## config.mk

```make
export PLATFORM = sky130hd
export DESIGN_NAME = carry_4bit_lookahead
export DESIGN_NICKNAME = d
export VERILOG_FILES = /design/src/rtl/carry_4bit_lookahead_pkg.sv /design/src/rtl/carry_4bit_lookahead_cla_logic.sv /design/src/rtl/carry_4bit_lookahead.sv
export SDC_FILE = /design/constraint.sdc
export NUM_CORES = 1
export LEC_CHECK = 0
export ABC_AREA = 1
export BUFFER_PORTS_ARGS = -buffer_cell sky130_fd_sc_hd__buf_4
export CORE_UTILIZATION = 30
export DETAILED_ROUTE_END_ITERATION = 10
export GPL_TIMING_DRIVEN = 0
export PLACE_DENSITY = 0.65
export SETUP_SLACK_MARGIN = 0.4
export SLEW_MARGIN = 20
export SYNTH_ARGS = -nofsm -noshare
export SYNTH_HDL_FRONTEND = slang
export SYNTH_SLANG_ARGS = --single-unit
export TNS_END_PERCENT = 30
```

## constraint.sdc

```tcl
create_clock -name clk -period 0.9 [get_ports clk]
set_input_delay 0.18 -clock clk [delete_from_list [all_inputs] [get_ports clk]]
set_output_delay 0.18 -clock clk [all_outputs]
set_load 0.005 [all_outputs]
```

## src/rtl/carry_4bit_lookahead_pkg.sv

```systemverilog
// Shared constants and types for the 4-bit carry-lookahead adder.
package carry_4bit_lookahead_pkg;
   localparam int CLA_W = 4;
   typedef logic [CLA_W-1:0] nibble_t;
endpackage

```

## src/rtl/carry_4bit_lookahead_cla_logic.sv

```systemverilog
// Combinational 4-bit lookahead core: flat two-level carries, no ripple chain.
// Zero latency; no flow control.
module cla_logic_4bit
   import carry_4bit_lookahead_pkg::*;
(
   input  nibble_t A,
   input  nibble_t B,
   input  logic    cin,
   output nibble_t sum,
   output logic    c4,
   output logic    gp,
   output logic    gg
);
   nibble_t g;
   nibble_t p;
   logic    c1, c2, c3;

   assign g = A & B;
   assign p = A ^ B;

   // Every carry is expanded directly from g/p and cin so no carry waits on another.
   assign c1 = g[0] | (p[0] & cin);
   assign c2 = g[1] | (p[1] & g[0]) | (p[1] & p[0] & cin);
   assign c3 = g[2] | (p[2] & g[1]) | (p[2] & p[1] & g[0]) | (p[2] & p[1] & p[0] & cin);
   assign c4 = g[3] | (p[3] & g[2]) | (p[3] & p[2] & g[1]) | (p[3] & p[2] & p[1] & g[0])
             | (p[3] & p[2] & p[1] & p[0] & cin);

   assign gg  = g[3] | (p[3] & g[2]) | (p[3] & p[2] & g[1]) | (p[3] & p[2] & p[1] & g[0]);
   assign gp  = &p;
   assign sum = p ^ {c3, c2, c1, cin};
endmodule

```

## src/rtl/carry_4bit_lookahead.sv

```systemverilog
// 4-bit carry-lookahead adder with registered sum, carry out and group gp/gg.
// One-cycle latency, one result per cycle; no handshake, cannot stall.
module carry_4bit_lookahead
   import carry_4bit_lookahead_pkg::*;
(
   input  logic       clk,
   input  logic       rst_n,
   input  logic [3:0] A,
   input  logic [3:0] B,
   input  logic       cin,
   output logic [3:0] s,
   output logic       cout,
   output logic       gp,
   output logic       gg
);
   nibble_t sum_next;
   logic    c4_next;
   logic    gp_next;
   logic    gg_next;

   cla_logic_4bit u_cla (
      .A   (A),
      .B   (B),
      .cin (cin),
      .sum (sum_next),
      .c4  (c4_next),
      .gp  (gp_next),
      .gg  (gg_next)
   );

   always_ff @(posedge clk or negedge rst_n) begin
      if (!rst_n) begin
         s    <= '0;
         cout <= 1'b0;
         gp   <= 1'b0;
         gg   <= 1'b0;
      end else begin
         s    <= sum_next;
         cout <= c4_next;
         gp   <= gp_next;
         gg   <= gg_next;
      end
   end
endmodule

```

==> flow_metrics.env <==
export IMPL_antenna_violations_before_repair=0
export IMPL_ios=18
export IMPL_cp_required_ps=720
export IMPL_core_region_area_um2=1156
export IMPL_floorplan_die_width_um=38.25
export IMPL_placementRows=12
export IMPL_cts_buffers_inserted=3
export IMPL_aggregate_routed_wire_length_um=778
export IMPL_die_outline_area_um2=1463
export IMPL_max_stage_delay_ps=380
export IMPL_grt_pass1_vias=341
export IMPL_synth_cell_type_count=12
export IMPL_layout_filler_cell_count=96
export IMPL_fin_tns_setup_ps=-24.11
export IMPL_total_of_buffers_placed_on_input_and_output_ports=17
export IMPL_outcome="complete, but fails checks"
export IMPL_die_y_um=38.25
export IMPL_slowest_stage="sky130_fd_sc_hd__dfrtp_1"
export IMPL_ys_top_cells_by_area="sky130_fd_sc_hd__dfrtp_1, sky130_fd_sc_hd__ha_1, sky130_fd_sc_hd__nand2_1, sky130_fd_sc_hd__inv_1, sky130_fd_sc_hd__fa_1"
export IMPL_synth_cells=43
export IMPL_seq_area_frac_synth_pct=44.44
export IMPL_tritoncts="yes"
export IMPL_drive_gt1_share_pct=60.00
export IMPL_drv_slew=0
export IMPL_setup_violations_final=2
export IMPL_post_route_min_period_ps=913.1
export IMPL_worst_path_max_fanout=1
export IMPL_detailedPlacementHpwl_um=586.5
export IMPL_grt_remaining_overflow=0
export IMPL_hp_class="input port to flip-flop"
export IMPL_maximum_number_of_buffers_from_clock_root_to_sink=2
export IMPL_timing_critical_path_cells="buf_6"
export IMPL_ys_ff_latch=7
export IMPL_mappedNetlistNets=60
export IMPL_maxClockFrequency_ghz=1.095
export IMPL_critical_path_arrival_ps=730
export IMPL_drt_iter0_drc=3
export IMPL_timing_worst_slew_pin_value_ps=148.6
export IMPL_initial_utilization_pct=34.09
export IMPL_synth_area_um2=394.1
export IMPL_setup_worst_path_start_class="flip-flop"
export IMPL_worst_setup_path_type="flip-flop to output pin"
export IMPL_drt_pre_antenna_iters=4
export IMPL_grt_max_degree=8
export IMPL_ir_worst_vdd_mv=0.5922
export IMPL_min_period_over_period_pct=101.5
export IMPL_synth_top_cell_area_share_pct=44.44
export IMPL_first_pass_grt_wire_length_mm=1.317
export IMPL_postLayoutSetupSlackWorst_ps=-13.06
export IMPL_post_layout_total_power_uw=999.5
export IMPL_wire_per_inst_um=9.848
export IMPL_ant_nets=0
export IMPL_insertedDiodeCount=0
export IMPL_cell_type_with_the_highest_aggregate_area_in_the_netlist="sky130_fd_sc_hd__dfrtp_1"
export IMPL_leakagePower_uw=0.0003509
export IMPL_grtUsageTotal_pct=13.21
export IMPL_post_cts_setup_buffer_count=0
export IMPL_finalNetCount=83
export IMPL_vias=344
export IMPL_delay_heaviest_family_cp="flip-flops"
export IMPL_final_seq_area_um2=175.2
export IMPL_worstPathBufferInverterCount=1
export IMPL_clock_tree_htree_level_count=1
export IMPL_clock_sink_count=7
export IMPL_cts_reportedPaths_clkPinSlew_ps=50
export IMPL_place_congestion=0.7546
export IMPL_syn_mean_instance_area_um2=9.166
export IMPL_max_slew_margin_rel_pct=90.06
export IMPL_ys_warn_count=0
export IMPL_setup_worst_path_end_class="output pin"
export IMPL_route_detailed_drc=0
export IMPL_clk_root_buffer_cell="sky130_fd_sc_hd__clkbuf_4"
export IMPL_area_growth_pct=84.13
export IMPL_failing_checks="setup timing"
export IMPL_multi_input_comb_area_um2=270.3
export IMPL_cap_viol_max_count=0
export IMPL_via_per_inst=4.354
export IMPL_power_per_cell_area_nw_per_um2=1377
export IMPL_grt_setup_unrepaired="true"
export IMPL_hold_viol_final=0
-- per-layer routing --
layer,wire length [µm],track usage [%],vias to the layer above,part of all wire (%)
met3,21,2.907,0,2.7
met2,481,24.15,9,62
li1,-,-,179,-
met4,0,8.929,0,0
met1,276,12.96,156,35
met5,0,0,-,0
-- cell families after synthesis --
logic type | Yosys count | share of synthesized area (%)
compound gates | 1 | 1.269
xor+xnor | 1 | 2.223
fa+ha+maj | 6 | 20.95
buf+inv | 8 | 7.619
flops | 7 | 44.44
simple gates | 20 | 23.49
-- synthesized netlist by cell type --
cell and count:
sky130_fd_sc_hd__nand2_2 2, sky130_fd_sc_hd__dfrtp_1 7, sky130_fd_sc_hd__fa_1 1, sky130_fd_sc_hd__nor2_1 2, sky130_fd_sc_hd__nand4_1 2, sky130_fd_sc_hd__nand2_1 9, sky130_fd_sc_hd__ha_1 5, sky130_fd_sc_hd__o21ai_1 1
sky130_fd_sc_hd__nand3_1 4, sky130_fd_sc_hd__inv_1 8, sky130_fd_sc_hd__or2_0 1, sky130_fd_sc_hd__xnor2_1 1
-- path summary, 6_finish.rpt --
check | from | end | slack [ps] | cells past startpoint
min in group asynchronous | rst_n | gg | 290 | 2
hold / removal | cin | s[2] | 260 | 4
setup / recovery | s[0] | s[0] | -10 | 1
max in group asynchronous | rst_n | s[0] | 500 | 2
-- cells in the final DEF (no fill, tap or decap), types with 2 or more instances in the layout --
| cell type | netlist | final |
|---|---|---|
| sky130_fd_sc_hd__nand3_2 | 0 | 2 |
| sky130_fd_sc_hd__ha_4 | 0 | 4 |
| sky130_fd_sc_hd__nand4_1 | 2 | 2 |
| sky130_fd_sc_hd__nor2_1 | 2 | 2 |
| sky130_fd_sc_hd__nand2_2 | 2 | 5 |
| sky130_fd_sc_hd__buf_4 | 0 | 3 |
| sky130_fd_sc_hd__dfrtp_1 | 7 | 7 |
| sky130_fd_sc_hd__inv_4 | 0 | 2 |
| sky130_fd_sc_hd__inv_2 | 0 | 3 |
| sky130_fd_sc_hd__nand3_1 | 4 | 2 |
| sky130_fd_sc_hd__nand2_1 | 9 | 6 |
| sky130_fd_sc_hd__buf_8 | 0 | 3 |
| sky130_fd_sc_hd__clkbuf_4 | 0 | 3 |
| sky130_fd_sc_hd__buf_6 | 0 | 11 |
| sky130_fd_sc_hd__inv_1 | 8 | 3 |
-- power by group --
part,switching [µW],internal [µW],leakage (µW)
combinational,139,213,0.000250
sequential,19.4,358,0.0000855
clock,102,168,0.0000150
total,260,739,0.000351
-- stage by stage --
step / hold slack, ps / utilization (%) / instance area (µm²) / std cells / worst slack [ps]
2_1_floorplan: -115.6 / - / 439.2 / 43 / -42.04
3_3_place_gp: -8.002 / 50.54 / 584.3 / 74 / -214.1
3_5_place_dp: -6.795 / 50.54 / 584.3 / 74 / -231.8
4_1_cts: 270.1 / 61.47 / 710.7 / 79 / -26.12
5_1_grt: 275.5 / 62.77 / 725.7 / 79 / -49.53
6_report: 262.3 / 62.77 / 725.7 / 79 / -13.06
-- layout make-up --
cell class,count,area share (%)
well taps,14,2.414
flip-flops and latches,7,24.14
repair buffers,18,27.76
inverters,8,4.828
clock buffers,4,3.621
multi-input cells,28,37.24
-- repair_timing --
action / in CTS / in global routing
pin swaps: 8 / 11
hold buffers: 1 / 0
resized for setup: 26 / 6
hold endpoints to repair: 7 / 0
cloned: 0 / 0
endpoints found under the setup margin: 14 / 14
-- registers in the layout (all words and copies together), names as in the netlist --
name  flops
cout      1
gg        1
gp        1
s         4
No activity file was read; power rests on OpenSTA's default activity.
